### config.mk
export PLATFORM = sky130hd
export DESIGN_NAME = updown_counter_param_flat
export DESIGN_NICKNAME = d
export VERILOG_FILES = /design/src/rtl/updown_counter_param_if.sv /design/src/rtl/updown_counter_param.sv /design/src/flat_wrapper.sv
export SDC_FILE = /design/constraint.sdc
export NUM_CORES = 1
export LEC_CHECK = 0
export ABC_AREA = 1
export CAP_MARGIN = 20
export CORE_AREA = 5 5 42 44
export CTS_BUF_LIST = sky130_fd_sc_hd__clkbuf_8
export DETAILED_ROUTE_END_ITERATION = 7
export DIE_AREA = 0 0 47 49
export HOLD_SLACK_MARGIN = 0.12
export PLACE_DENSITY = 0.71
export SETUP_SLACK_MARGIN = 0.2
export SYNTH_ARGS = -nofsm -noshare
export SYNTH_HDL_FRONTEND = slang
export SYNTH_SLANG_ARGS = --single-unit
### constraint.sdc
create_clock -name CLK -period 1.3 [get_ports CLK]
set_input_delay 0.26 -clock CLK [delete_from_list [all_inputs] [get_ports CLK]]
set_output_delay 0.26 -clock CLK [all_outputs]
set_load 0.02 [all_outputs]
### src/rtl/updown_counter_param_if.sv
// Control and status bundle for updown_counter_param.
// The bench or parent drives through master; the counter attaches as slave.
interface updown_counter_param_if #(
  parameter int unsigned WIDTH = 4
);
  logic             en;
  logic             chnge;
  logic             load;
  logic [WIDTH-1:0] load_val;
  logic             flag_clr;
  logic [WIDTH-1:0] out;
  logic             wrap;
  logic             ovf;
  logic             udf;

  modport master (
    output en, chnge, load, load_val, flag_clr,
    input  out, wrap, ovf, udf
  );

  modport slave (
    input  en, chnge, load, load_val, flag_clr,
    output out, wrap, ovf, udf
  );
endinterface

### src/rtl/updown_counter_param.sv
// Parameterised up/down counter with load, wrap-or-saturate terminal behaviour,
// a one-cycle boundary pulse and sticky overflow/underflow flags.
module updown_counter_param #(
  parameter int unsigned      WIDTH    = 4,
  parameter logic [WIDTH-1:0] MAX_VAL  = {WIDTH{1'b1}},
  parameter bit               SATURATE = 1'b0
) (
  input  logic                 CLK,
  input  logic                 reset,
  updown_counter_param_if.slave bus
);

  localparam logic [WIDTH-1:0] ZERO = {WIDTH{1'b0}};
  localparam logic [WIDTH-1:0] ONE  = {{(WIDTH-1){1'b0}}, 1'b1};

  logic [WIDTH-1:0] out_q,  out_d;
  logic             wrap_q, wrap_d;
  logic             ovf_q,  ovf_d;
  logic             udf_q,  udf_d;

  logic             up_evt_s;
  logic             dn_evt_s;
  logic [WIDTH-1:0] load_clamp_s;

  // Next count and boundary-event detection; load outranks counting and never raises events.
  always_comb begin
    up_evt_s     = 1'b0;
    dn_evt_s     = 1'b0;
    out_d        = out_q;
    load_clamp_s = (bus.load_val > MAX_VAL) ? MAX_VAL : bus.load_val;
    if (bus.load) begin
      out_d = load_clamp_s;
    end else if (bus.en) begin
      if (bus.chnge) begin
        if (out_q == MAX_VAL) begin
          up_evt_s = 1'b1;
          out_d    = SATURATE ? MAX_VAL : ZERO;
        end else begin
          out_d = out_q + ONE;
        end
      end else begin
        if (out_q == ZERO) begin
          dn_evt_s = 1'b1;
          out_d    = SATURATE ? ZERO : MAX_VAL;
        end else begin
          out_d = out_q - ONE;
        end
      end
    end else begin
      out_d = out_q;
    end
  end

  // Pulse and sticky flags; a set event on the same edge beats flag_clr.
  always_comb begin
    wrap_d = up_evt_s | dn_evt_s;
    if (up_evt_s) begin
      ovf_d = 1'b1;
    end else if (bus.flag_clr) begin
      ovf_d = 1'b0;
    end else begin
      ovf_d = ovf_q;
    end
    if (dn_evt_s) begin
      udf_d = 1'b1;
    end else if (bus.flag_clr) begin
      udf_d = 1'b0;
    end else begin
      udf_d = udf_q;
    end
  end

  // State registers; reset clears everything, including a pulse that would otherwise fire.
  always_ff @(posedge CLK) begin
    if (reset) begin
      out_q  <= ZERO;
      wrap_q <= 1'b0;
      ovf_q  <= 1'b0;
      udf_q  <= 1'b0;
    end else begin
      out_q  <= out_d;
      wrap_q <= wrap_d;
      ovf_q  <= ovf_d;
      udf_q  <= udf_d;
    end
  end

  assign bus.out  = out_q;
  assign bus.wrap = wrap_q;
  assign bus.ovf  = ovf_q;
  assign bus.udf  = udf_q;

endmodule

### src/flat_wrapper.sv
// flat-port wrapper written by rule: the top's interface ports become plain ports
module updown_counter_param_flat 
#(
  parameter int unsigned      WIDTH    = 4,
  parameter logic [WIDTH-1:0] MAX_VAL  = {WIDTH{1'b1}},
  parameter bit               SATURATE = 1'b0
)
  (CLK, reset, bus_en, bus_chnge, bus_load, bus_load_val, bus_flag_clr, bus_out, bus_wrap, bus_ovf, bus_udf);
  updown_counter_param_if #(.WIDTH(WIDTH)) bus_i ();
  input  logic CLK;
  input  logic reset;
  input wire logic [$bits(bus_i.en)-1:0] bus_en;
  input wire logic [$bits(bus_i.chnge)-1:0] bus_chnge;
  input wire logic [$bits(bus_i.load)-1:0] bus_load;
  input wire logic [$bits(bus_i.load_val)-1:0] bus_load_val;
  input wire logic [$bits(bus_i.flag_clr)-1:0] bus_flag_clr;
  output wire logic [$bits(bus_i.out)-1:0] bus_out;
  output wire logic [$bits(bus_i.wrap)-1:0] bus_wrap;
  output wire logic [$bits(bus_i.ovf)-1:0] bus_ovf;
  output wire logic [$bits(bus_i.udf)-1:0] bus_udf;
  assign bus_i.en = bus_en;
  assign bus_i.chnge = bus_chnge;
  assign bus_i.load = bus_load;
  assign bus_i.load_val = bus_load_val;
  assign bus_i.flag_clr = bus_flag_clr;
  assign bus_out = bus_i.out;
  assign bus_wrap = bus_i.wrap;
  assign bus_ovf = bus_i.ovf;
  assign bus_udf = bus_i.udf;
  updown_counter_param #(.WIDTH(WIDTH), .MAX_VAL(MAX_VAL), .SATURATE(SATURATE)) u_core (.CLK(CLK), .reset(reset), .bus(bus_i));
endmodule
==> results by group <==
Run status
  – Status: completed

Final layout
  – Non-filler cells, final: 108
  – Nets: 105
  – Number of diodes: 0
  – Final std cell area, no fill: 743 µm²
  – Final core occ: 53.0%
  – Area delta synth->final: 71.7%
  – Layout cell share with drive strength beyond 1: 39.1%

Setup path
  – Most frequent CP cell: nand2_1
  – Crit path arrival time: 1.25 ns
  – Worst path top cell family by delay: flip-flops
  – CP Buf/Inv Count: 1
  – Startpoint types: flip-flop
  – Slowest CP cell: dfxtp_4
  – Worst EP required: 1.40 ns
  – Critical path cell sequence: ha_2 -> nand3_2 -> nand2_1 -> inv_1 -> nand2_1 -> nand3_1 -> nand2_1 -> a21oi_2
  – CP Class: flip-flop to flip-flop
  – Max stage delay on crit path: 0.38 ns
  – Critical Path Stages: 8
  – Crit-path max FO: 6
  – Reg2reg path depth: 8
  – Crit end category: flip-flop

Place
  – RD Place Congestion: 0.741
  – Pre-CTS setup slack: -0.142 ns
  – Port-buffer cells: 16
  – Dpl cells: 101
  – Placed instance area: 668 µm²
  – Dpl hpwl: 880 µm

Clock network
  – CTS Buf Count: 3
  – Max clock buf depth: 2
  – H-tree depth: 1
  – Reg clk slew, reported paths: 0.04 ns
  – TritonCTS clock tree: done
  – Sink Count: 7
  – Worst skew pair latency: 0.22 ns
  – Hold Buf Count CTS: 0
  – Root buf cell: clkbuf_8

Floorplan
  – Top Ports: 17
  – Cell Rows: 14
  – Area of the die: 2300 µm²
  – Die Ht: 49 µm
  – Core ar.: 1400 µm²
  – Initial Util: 30.9%
  – Die X: 47 µm

Yosys
  – Async set-reset flop share out of synthesis: 0%
  – Post-Syn Area: 433 µm²
  – YS warnings: 0
  – Synthesized area per cell: 6.66 µm²
  – Post-synth net total: 77
  – Synth Flop Type: dfxtp_1
  – Top cells by count, synth: nand2_1, a21oi_1, inv_1, dfxtp_1, nand3_1
  – Sequential area share after synthesis: 32.4%
  – Most common cell in the netlist: nand2_1
  – Synth Instances: 65
  – Synth cell types: 16
  – EDFF count, synth: 0
  – Synth top area share: 32.4%
  – Cell taking the most area after synthesis: dfxtp_1
  – Top post-synthesis cells by area: dfxtp_1, nand2_1, a21oi_1
  – Flops & latches, synth: 7

Drt
  – Via Count: 514
  – Drt pass-1 iters: 4
  – Drt drc: 0
  – Routed wire length: 1210 µm
  – Antenna-violating nets left: 0
  – First-iteration detailed-routing DRC count: 7
  – Via density: 4.76
  – Wire per inst: 11.2 µm

STA
  – Max Slew Vio Count: 0
  – Max_slew headroom: 80.5%
  – RSZ-0062 raised after global routing: yes
  – Worst Tran Pin Value: 0.291 ns
  – Crit share post-route: 88.3%
  – Period minus WS final: 1.15 ns
  – Endpoints failing hold: 0
  – Worst clock skew: 0.00296 ns
  – Max Fclk: 0.871 GHz
  – Final WS setup: 0.152 ns
  – Final number of setup-violating endpoints: 0

Power and ir drop
  – PwrDens: 1000 nW/µm²
  – Max VDD drop: 0.911 mV
  – Power, Total: 745 µW
  – Leakage dissipation: 0.335 nW

Global route
  – GRT Total Usage: 10.7%
  – Global-route wire length before repair: 1830 µm
  – Antenna violations before repair: 0
  – Total gr overflow: 0
  – Largest net degree at the start of global routing: 8
  – Vias in the first global route: 440

Worst hold path
  – HP Class: flip-flop to flip-flop
  – Hold path cells: 2

Flow run
  – Max cap viols: 0
cells in the final DEF (no fill, tap or decap), types with 2 or more instances in the layout:
cell and count:
nor2_4 3, inv_2 2, clkdlybuf4s50_1 7, buf_2 5
a22oi_1 2, nand2_1 18, dfxtp_1 5, a21oi_2 3
inv_1 6, inv_4 2, buf_4 8, a21oi_1 6
nand3_1 5, dfxtp_4 2, nor2_2 2, dlygate4sd2_1 2
clkbuf_8 3
worst register-to-register path, stage by stage (launching register included):
cell     delay (ns)
dfxtp_4        0.38
ha_2           0.19
nand3_2        0.09
nand2_1        0.07
inv_1          0.04
nand2_1        0.06
nand3_1        0.07
nand2_1        0.07
a21oi_2        0.05
path summary, 6_finish.rpt:
check                                       from                              to  slack, ns
setup / recovery  u_core.bus.out[0]$_SDFFE_PP0P_  u_core.bus.out[3]$_SDFFE_PP0P_       0.15
hold / removal       u_core.bus.ovf$_SDFFE_PP0P_     u_core.bus.ovf$_SDFFE_PP0P_       0.46
setup reg to reg  u_core.bus.out[0]$_SDFFE_PP0P_  u_core.bus.out[3]$_SDFFE_PP0P_       0.15
hold reg to reg      u_core.bus.ovf$_SDFFE_PP0P_     u_core.bus.ovf$_SDFFE_PP0P_       0.46
area by class of cell:
class | instances | area (µm²)
repair buffers | 24 | 189
well taps | 16 | 20.0
clock buffers | 3 | 41.3
inverters | 9 | 38.8
fillers | 142 | 658
clock inverters | 1 | 3.75
multi-input cells | 48 | 303
flip-flops and latches | 7 | 148
routing by layer:
layer	global-route usage [%]	routed length (µm)	share of wire [%]
met1	12.9	527	44
met2	16.3	631	52
met3	4.43	46	3.8
met4	4.15	6	0.50
met5	0	0	0
power breakdown:
group          switching [mW]  internal, mW
sequential             0.0113         0.227
clock                  0.0918         0.204
combinational           0.110         0.101
what timing repair did:
item | in CTS | in global routing
pin swaps | 5 | 0
buffers inserted | 3 | 0
resized for setup | 30 | 8
endpoints found under the setup margin | 13 | 11
per-stage QoR:
stage / TNS (ns) / hold slack, ns
after global routing: 0 / 0.493
after floorplan: 0 / 0.319
after global placement: -0.560 / 0.459
after CTS: 0 / 0.467
after detailed placement: -0.700 / 0.461
final: 0 / 0.460
kinds of logic (layout without fill, tap and decap cells):
| group | after synthesis | count (layout) | synth area share [%] |
|---|---|---|---|
| buffers and inverters | 10 | 37 | 10.4 |
| AO/OA/AOI/OAI | 13 | 13 | 16.5 |
| adder cells (fa/ha/maj) | 2 | 2 | 5.78 |
| XOR/XNOR | 2 | 2 | 4.05 |
| flip-flops | 7 | 7 | 32.4 |
| AND/OR/NAND/NOR | 31 | 31 | 30.9 |
sequential cells by signal, indices dropped and copies added, names as in the netlist:
name,cells
u_core.bus.ovf,1
u_core.bus.out,4
u_core.bus.udf,1
u_core.bus.wrap,1
Note: power is estimated with default switching activity, not from simulation.
